**config.mk**
```make
export PLATFORM = sky130hd
export DESIGN_NAME = requant_ctrl
export DESIGN_NICKNAME = d
export VERILOG_FILES = /design/src/rtl/requant_pkg.sv /design/src/rtl/requant_core.sv /design/src/rtl/requant_ctrl.sv
export SDC_FILE = /design/constraint.sdc
export NUM_CORES = 2
export LEC_CHECK = 0
export ABC_CLOCK_PERIOD_IN_PS = 11100
export CORE_MARGIN = 8
export CORE_UTILIZATION = 50
export DETAILED_ROUTE_END_ITERATION = 8
export PLACE_DENSITY = 0.78
export SLEW_MARGIN = 20
export SYNTH_ARGS = -nofsm -noshare
export SYNTH_HDL_FRONTEND = slang
export SYNTH_HIERARCHICAL = 1
export SYNTH_SLANG_ARGS = --single-unit
```
**constraint.sdc**
```tcl
create_clock -name clk -period 11.1 [get_ports clk]
set_clock_uncertainty 0.05 [all_clocks]
set_input_delay 2.22 -clock clk [delete_from_list [all_inputs] [get_ports clk]]
set_output_delay 2.22 -clock clk [all_outputs]
set_load 0.1 [all_outputs]
```
**src/rtl/requant_pkg.sv**
```systemverilog
// Shared types and constants for the int32 -> int8 requantization block.
package requant_pkg;

   localparam logic signed [7:0] INT8_MAX  = 8'sh7F;
   localparam logic signed [7:0] INT8_MIN  = 8'sh80;
   // Channel field width carried in the output beat; covers up to 256 channels.
   localparam int                BEAT_CH_W = 8;

   typedef enum logic [1:0] {
      IDLE,
      RUN,
      DRAIN
   } state_t;

   typedef struct packed {
      logic signed [7:0]      q;
      logic [BEAT_CH_W-1:0]   ch;
      logic                   last;
   } beat_t;

endpackage

```
**src/rtl/requant_core.sv**
```systemverilog
// Two-stage multiply / round / clamp datapath. The whole pipe moves only when
// advance is high, so a stalled output holds every stage in place.
module requant_core
   import requant_pkg::*;
#(
   parameter int CH_W  = 4,
   parameter int SHIFT = 16
) (
   input  logic                clk,
   input  logic                rst_n,
   input  logic                advance,
   input  logic                in_vld,
   input  logic signed [31:0]  in_acc,
   input  logic signed [31:0]  in_scale,
   input  logic [CH_W-1:0]     in_ch,
   input  logic                in_last,
   output logic                vld_p1,
   output logic                out_valid,
   output beat_t               out_beat,
   output logic                out_sat
);

   localparam logic [63:0] HALF = 64'd1 << (SHIFT - 1);

   // Round half away from zero on the magnitude, then restore the sign.
   function automatic logic signed [63:0] round_hafz(input logic signed [63:0] prod);
      logic [63:0] mag;
      logic [63:0] r;
      mag = (prod < 0) ? -prod : prod;
      r   = (mag + HALF) >> SHIFT;
      return (prod < 0) ? -$signed(r) : $signed(r);
   endfunction

   function automatic logic is_sat(input logic signed [63:0] res);
      return (res > 64'(INT8_MAX)) || (res < 64'(INT8_MIN));
   endfunction

   function automatic logic signed [7:0] clamp_int8(input logic signed [63:0] res);
      if (res > 64'(INT8_MAX)) return INT8_MAX;
      if (res < 64'(INT8_MIN)) return INT8_MIN;
      return res[7:0];
   endfunction

   logic                vld_p1_q, vld_p1_d;
   logic signed [63:0]  prod_p1_q, prod_p1_d;
   logic [CH_W-1:0]     ch_p1_q, ch_p1_d;
   logic                last_p1_q, last_p1_d;
   logic                vld_p2_q, vld_p2_d;
   beat_t               beat_p2_q, beat_p2_d;
   logic                sat_p2_q, sat_p2_d;
   logic signed [63:0]  res_p1;

   // Stage 1: full-precision product of accumulator and channel scale.
   always_comb begin
      vld_p1_d  = vld_p1_q;
      prod_p1_d = prod_p1_q;
      ch_p1_d   = ch_p1_q;
      last_p1_d = last_p1_q;
      if (advance) begin
         vld_p1_d  = in_vld;
         prod_p1_d = 64'(in_acc) * 64'(in_scale);
         ch_p1_d   = in_ch;
         last_p1_d = in_last && in_vld;
      end
   end

   // Stage 1 valid is cleared by reset so in-flight beats are dropped.
   always_ff @(posedge clk) begin
      if (!rst_n) vld_p1_q <= 1'b0;
      else        vld_p1_q <= vld_p1_d;
   end

   // Stage 1 data carries no reset.
   always_ff @(posedge clk) begin
      prod_p1_q <= prod_p1_d;
      ch_p1_q   <= ch_p1_d;
      last_p1_q <= last_p1_d;
   end

   // Stage 2: round, clamp and flag saturation; data only loads with a valid beat.
   always_comb begin
      res_p1    = round_hafz(prod_p1_q);
      vld_p2_d  = vld_p2_q;
      beat_p2_d = beat_p2_q;
      sat_p2_d  = sat_p2_q;
      if (advance) begin
         vld_p2_d = vld_p1_q;
         if (vld_p1_q) begin
            beat_p2_d.q    = clamp_int8(res_p1);
            beat_p2_d.ch   = BEAT_CH_W'(ch_p1_q);
            beat_p2_d.last = last_p1_q;
            sat_p2_d       = is_sat(res_p1);
         end
      end
   end

   // Output register is fully cleared so the port reads zero out of reset.
   always_ff @(posedge clk) begin
      if (!rst_n) begin
         vld_p2_q  <= 1'b0;
         beat_p2_q <= '0;
         sat_p2_q  <= 1'b0;
      end else begin
         vld_p2_q  <= vld_p2_d;
         beat_p2_q <= beat_p2_d;
         sat_p2_q  <= sat_p2_d;
      end
   end

   assign vld_p1    = vld_p1_q;
   assign out_valid = vld_p2_q;
   assign out_beat  = beat_p2_q;
   assign out_sat   = sat_p2_q;

endmodule

```
**src/rtl/requant_ctrl.sv**
```systemverilog
// Frame sequencer for int32 -> int8 requantization: scale table, channel and
// pixel counting, frame FSM, and the two-stage requant datapath.
// Optional feature: define REQUANT_SATCNT_EN to add the sat_cnt output.
module requant_ctrl
   import requant_pkg::*;
#(
   parameter int  NUM_CH = 16,
   parameter int  SHIFT  = 16,
   parameter int  PIX_W  = 16,
   localparam int CH_W   = $clog2(NUM_CH)
) (
   input  logic                clk,
   input  logic                rst_n,
   input  logic                cfg_we,
   input  logic [CH_W-1:0]     cfg_addr,
   input  logic signed [31:0]  cfg_scale,
   input  logic                start,
   input  logic [PIX_W-1:0]    num_pix,
   output logic                busy,
   output logic                done,
   input  logic                in_valid,
   output logic                in_ready,
   input  logic signed [31:0]  in_acc,
   output logic                out_valid,
   input  logic                out_ready,
   output logic signed [7:0]   out_q,
   output logic [CH_W-1:0]     out_ch,
   output logic                out_last
`ifdef REQUANT_SATCNT_EN
   ,output logic [15:0]        sat_cnt
`endif
);

   state_t              state_q, state_d;
   logic [CH_W-1:0]     ch_idx_q, ch_idx_d;
   logic [PIX_W-1:0]    pix_cnt_q, pix_cnt_d;
   logic [PIX_W-1:0]    num_pix_q, num_pix_d;
   logic                zero_done_q, zero_done_d;
   logic signed [31:0]  scale_q [NUM_CH];

   logic                advance;
   logic                accept;
   logic                last_beat;
   logic                pipe_empty;
   logic                core_vld_p1;
   logic                core_sat;
   beat_t               core_beat;
   logic                unused_ok;

   assign advance    = !out_valid || out_ready;
   assign in_ready   = (state_q == RUN) && advance;
   assign accept     = in_valid && in_ready;
   assign last_beat  = (ch_idx_q == CH_W'(NUM_CH - 1)) && (pix_cnt_q == num_pix_q - PIX_W'(1));
   assign pipe_empty = !core_vld_p1 && !out_valid;

   // Scale table: writable only while idle, never reset.
   always_ff @(posedge clk) begin
      if (cfg_we && state_q == IDLE) scale_q[cfg_addr] <= cfg_scale;
   end

   // Frame FSM and beat sequencing counters.
   always_comb begin
      state_d     = state_q;
      ch_idx_d    = ch_idx_q;
      pix_cnt_d   = pix_cnt_q;
      num_pix_d   = num_pix_q;
      zero_done_d = 1'b0;
      case (state_q)
         IDLE: begin
            if (start) begin
               num_pix_d = num_pix;
               ch_idx_d  = '0;
               pix_cnt_d = '0;
               if (num_pix != '0) state_d = RUN;
               else               zero_done_d = 1'b1;
            end
         end
         RUN: begin
            if (accept) begin
               if (ch_idx_q == CH_W'(NUM_CH - 1)) begin
                  ch_idx_d  = '0;
                  pix_cnt_d = pix_cnt_q + PIX_W'(1);
               end else begin
                  ch_idx_d  = ch_idx_q + CH_W'(1);
               end
               if (last_beat) state_d = DRAIN;
            end
         end
         DRAIN: begin
            if (pipe_empty) state_d = IDLE;
         end
         default: state_d = IDLE;
      endcase
   end

   // Control state register.
   always_ff @(posedge clk) begin
      if (!rst_n) begin
         state_q     <= IDLE;
         ch_idx_q    <= '0;
         pix_cnt_q   <= '0;
         num_pix_q   <= '0;
         zero_done_q <= 1'b0;
      end else begin
         state_q     <= state_d;
         ch_idx_q    <= ch_idx_d;
         pix_cnt_q   <= pix_cnt_d;
         num_pix_q   <= num_pix_d;
         zero_done_q <= zero_done_d;
      end
   end

   assign busy = (state_q != IDLE);
   assign done = zero_done_q || (state_q == DRAIN && pipe_empty);

   requant_core #(
      .CH_W  (CH_W),
      .SHIFT (SHIFT)
   ) u_core (
      .clk       (clk),
      .rst_n     (rst_n),
      .advance   (advance),
      .in_vld    (accept),
      .in_acc    (in_acc),
      .in_scale  (scale_q[ch_idx_q]),
      .in_ch     (ch_idx_q),
      .in_last   (last_beat),
      .vld_p1    (core_vld_p1),
      .out_valid (out_valid),
      .out_beat  (core_beat),
      .out_sat   (core_sat)
   );

   assign out_q    = core_beat.q;
   assign out_ch   = core_beat.ch[CH_W-1:0];
   assign out_last = core_beat.last;
   // Upper channel bits of the beat (and the sat flag in the default build) go nowhere.
   assign unused_ok = ^{core_beat, core_sat};

`ifdef REQUANT_SATCNT_EN
   logic [15:0] sat_cnt_q, sat_cnt_d;

   // Saturation counter: cleared on start, counts clamped beats leaving the pipe.
   always_comb begin
      sat_cnt_d = sat_cnt_q;
      if (state_q == IDLE && start)
         sat_cnt_d = '0;
      else if (out_valid && out_ready && core_sat && sat_cnt_q != 16'hFFFF)
         sat_cnt_d = sat_cnt_q + 16'd1;
   end

   // Saturation counter register.
   always_ff @(posedge clk) begin
      if (!rst_n) sat_cnt_q <= '0;
      else        sat_cnt_q <= sat_cnt_d;
   end

   assign sat_cnt = sat_cnt_q;
`endif

endmodule

```
== Word level (Yosys, flattened, before mapping) ==
Memories as Yosys holds them, arrays and structs flattened. A register that Yosys moved wholly into a read port is not among the register bits.
Index checks and enable logic that the tools add are counted.
Cells by class
  div/mod/pow operators: 0
  $lt $le $gt $ge: 3
  multiply operators: 1
  shifts and indexed selects: 0
  equal/unequal tests: 10
  bitwise gates (word level): 0
  mux-type cells: 32
  $add $sub $neg: 6
  reduce and logical (&&, ||, !) cells: 21
Operators by type and width (number)
  $mux 64: 2
  $add 64x16->64 const B: 1
  $gt 64x8->1 const B: 1
  $lt 64x1->1 const B: 1
  $lt 64x8->1 const B: 1
  $mul 32x32->64: 1
  $neg 48->64: 1
  $neg 64->64: 1
  $mux 16: 3
  $mux 8: 4
  $pmux 16 s2: 1
  $mux 4: 5
  $add 16x1->16 const B: 1
  $eq 16x16->1: 1
  $reduce_bool 16->1: 1
  $sub 16x1->16 const B: 1
  $mux 1: 10
  $mux 2: 5
  $ne 2x1->1 const B: 4
  $pmux 4 s2: 1
  $logic_and 1x1->1: 7
  $pmux 2 s3: 1
  $reduce_and 3->1: 2
  $reduce_and 5->1: 1
  11 further kinds: 16
Storage, ports and cells
  memory bits (read-only): 0
  bits in registers: 123
  bits of input ports: 90
  memory bits (writable): 512
  output and inout port bits: 17
  logic and storage cells: 87
  latch bits: 0
  memories: 1
Memory list
  scale_q: words 16, width 32, read ports 1, clocked after Yosys merged registers in 1, wr ports 1, RTL line requant_ctrl.sv:39  | logic signed [31:0] scale_q [NUM_CH];

== Longest topological paths before layout ==
  word-level depth: 14
  gate-level depth with buffers: 38
  depth with buffers taken out: 35

== Hierarchy ==
Netlist, hierarchy kept.
By module, submodules not included
  requant_core: times used 1, cells each 4870, seq. area each 2392.3 sq um, area an instance 44112.3 sq um
  requant_ctrl: times used 1, cells each 1025, seq. area each 16235.6 sq um, area an instance 21533.2 sq um

== Least setup slack after synthesis ==
No wires, ideal clock.
  path type: input-to-reg
  start: input in_acc[14]
  end: register u_core.prod_p1_q[63], data pin
  setup time: 260 ps
  path buffers: 1
  slack: 541 ps
  data required time: 10790 ps
  arrival time: 10249 ps
  stages: 32
  cell sequence: clkbuf_1 nand2_1 fa_1 inv_1 fa_1 inv_1 fa_1 fa_1 inv_1 fa_1 inv_1 fa_1 inv_1 fa_1 inv_1 fa_1 inv_1 ha_1 a2111oi_0 o21ai_0 a211o_1 a2111o_1 a31o_2 nand2_1 o21ai_0 a41o_1 a221o_1 o211ai_1 nand4b_1 a31oi_1 o21bai_1 xnor2_1
Between the ends
  cells in the longest elaborated chain, start to end: 1
Ends and longest elaborated chain
  start, declared: RTL line requant_ctrl.sv:23  | input logic signed [31:0] in_acc,
  $mul 32x32->64: RTL line requant_core.sv:61  | prod_p1_d = 64'(in_acc) * 64'(in_scale);
  end signal, assigned: RTL line requant_core.sv:75  | prod_p1_q <= prod_p1_d;
  end, declared: RTL line requant_core.sv:45  | logic signed [63:0] prod_p1_q, prod_p1_d;
No other way between the ends.
A chain may end at the register's enable or synchronous reset.

== Worst setup path after layout ==
  start: input in_acc[9]
  end: register u_core.prod_p1_q[63], data pin
The elaborated chain is that of the path after synthesis.

==> results.md <==
- Status: finished clean
- DR vias: 44877
- Max cap viols: 0
- Number of DRC markers in iteration 0: 4269
- Final setup vio count: 0
- CP dominant cell by count: fa_1
- CTS root buf: clkbuf_16
- Worst setup EP type: flip-flop
- Die area: about 140000 um2
- Gr ovfl total: 0
- Syn Inst Count: 5887
- Avg WL per Cell: 22.3 um
- Syn Std Cell Area: between 60000 and 70000 um2
- ANT nets after route: 0
- Fillcell total: about 11000
- CP required: 11.41 ns
- Vias per cell: 5.74
- Area growth syn-to-layout: 9.97%
- Crit start category: input port
- Hold crit path type: flip-flop to flip-flop
- CP max stage delay: 0.53 ns
- Largest net degree at the start of global routing: 59
- Fin crit share: 96.4%
- Slowest cell on the critical path: clkdlybuf4s50_1
- R2R setup slack: 0.41 ns
- Setup ws final: 0.398 ns
- Num CTS Buffers: just under 70
- Hold_buf cts: 0
- Row cnt: 133
- Clk_lat worst skew: 0.68 ns
- IO Pins: 107
- FMAX: a little over 90 MHz
- Gp weighted congestion: 0.918
- Tightest Pin Transition: between 1 and 1.5 ns
- Fraction of layout cells with a size suffix above 1: 9.50%
- Post-Syn Area per Cell: approximately 11 um2
- Clk pin slew, worst setup/hold paths: 0.06 ns
- Detailed Place HPWL: 128000 um
- Initial antenna violation count: 8
- Pre-CTS setup slack: -0.357 ns
- DR pass1 iterations: 6
- CTS tree: yes
- Most common cell after layout, fill and taps aside: inv_1
- Die height: 378 um
- RSZ-0062 raised after global routing: no
- Global-route usage over all layers: between 20% and 30%
- Final Critical Period: 10.70 ns
- Maximum root-to-sink buffer count: 3
- Non-filler cells in the finished layout: 7820
- Die width: 378 um
- WL final: 174000 um
- Initial core utilization: approximately 50%
- CP arrival: 11.01 ns
- Count of pins over their slew limit: 0
- Post-Place Cells: roughly 7700
- Slew headroom: 32.1%
- Fin. Hold Viols: 0
- Synthesis Warnings: 6
- Post-Syn Nets: 7248
- Core Util, Final: 55.1%
- Clk sink count: 639
- Vias in the first global route: 48863
- Nets: about 7400
- H-tree Lvls: 3
- Most frequent cells in the layout: 1118 x inv_1, 1082 x fa_1, 634 x nand2_1, 581 x edfxtp_1, 524 x and2_1
- Global-route wire length before repair: 272000 um
- Critical Path Fanout Max: 4
- Core Area: 131000 um2
- Critical path class: input port to flip-flop
- DRC: 0
- I/O Buffers: 106
-- worst max-delay path: cells and delay by family --
| kind | cells | cell delay (ns) |
|---|---|---|
| and+or+nand+nor | 3 | 0.39 |
| xor gates and xnor gates | 1 | 0.14 |
| buffers and inverters | 7 | 1.14 |
| AOI/OAI and AO/OA | 13 | 3.21 |
| adders and majority gates | 9 | 3.89 |
-- through the flow --
step	hold slack (ns)	TNS, ns	cell area, um2
6_report	0.417	0	72100
5_1_grt	0.430	0	72100
4_1_cts	0.420	0	71900
3_5_place_dp	0.412	-1.43	69600
3_3_place_gp	0.410	-1.23	69600
2_1_floorplan	0.393	0	65600
-- sequential cells by signal, indices dropped and copies added (netlist names), named ones only --
signal / flops
u_core/out_valid: 1
u_core/prod_p1_q: 64
u_core/out_beat: 13
u_core/vld_p1: 1
u_core/last_p1_q: 1
state_q: 2
ch_idx_q: 4
u_core/ch_p1_q: 4
pix_cnt_q: 16
num_pix_q: 16
scale_q: 512
zero_done_q: 1
-- routing by layer --
layer / routed length (um) / share of wire (%) / GRT usage (%)
met5: 55 / 0.032 / 0.101
met4: 7690 / 4.4 / 9.94
met3: 16600 / 9.5 / 5.16
met2: 83500 / 48 / 41.0
met1: 66400 / 38 / 31.1
-- layout make-up --
cell class | instances | area (um2) | share of cell area, %
Antenna cell | 3 | 7.51 | 0.0104
Clock buffer | 80 | 1790 | 2.48
Clock inverter | 46 | 487 | 0.675
Inverter | 1118 | 4200 | 5.82
Multi-Input combinational cell | 3830 | 41800 | 57.9
Sequential cell | 639 | 18600 | 25.8
Tap cell | 1755 | 2200 | 3.04
Timing Repair Buffer | 349 | 3040 | 4.22
-- path summary, 6_finish.rpt --
| kind | to | depth (start not counted) | startpoint |
|---|---|---|---|
| min | u_core/out_beat[0]$_SDFFE_PN0P_ | 2 | u_core/out_beat[0]$_SDFFE_PN0P_ |
| max | u_core/prod_p1_q[63]$_DFFE_PP_ | 33 | in_acc[9] |
| max reg2reg | u_core/prod_p1_q[63]$_DFFE_PP_ | 34 | flip-flop |
| min reg2reg | u_core/out_beat[0]$_SDFFE_PN0P_ | 2 | u_core/out_beat[0]$_SDFFE_PN0P_ |
-- what timing repair did --
action | CTS | global route
setup buffers | 0 | 15
gates resized for setup | 0 | 5
endpoints found under the setup margin | 0 | 6
Power is not shown: default switching activity piles up to over one toggle a cycle in this logic, so the estimate is an artifact.
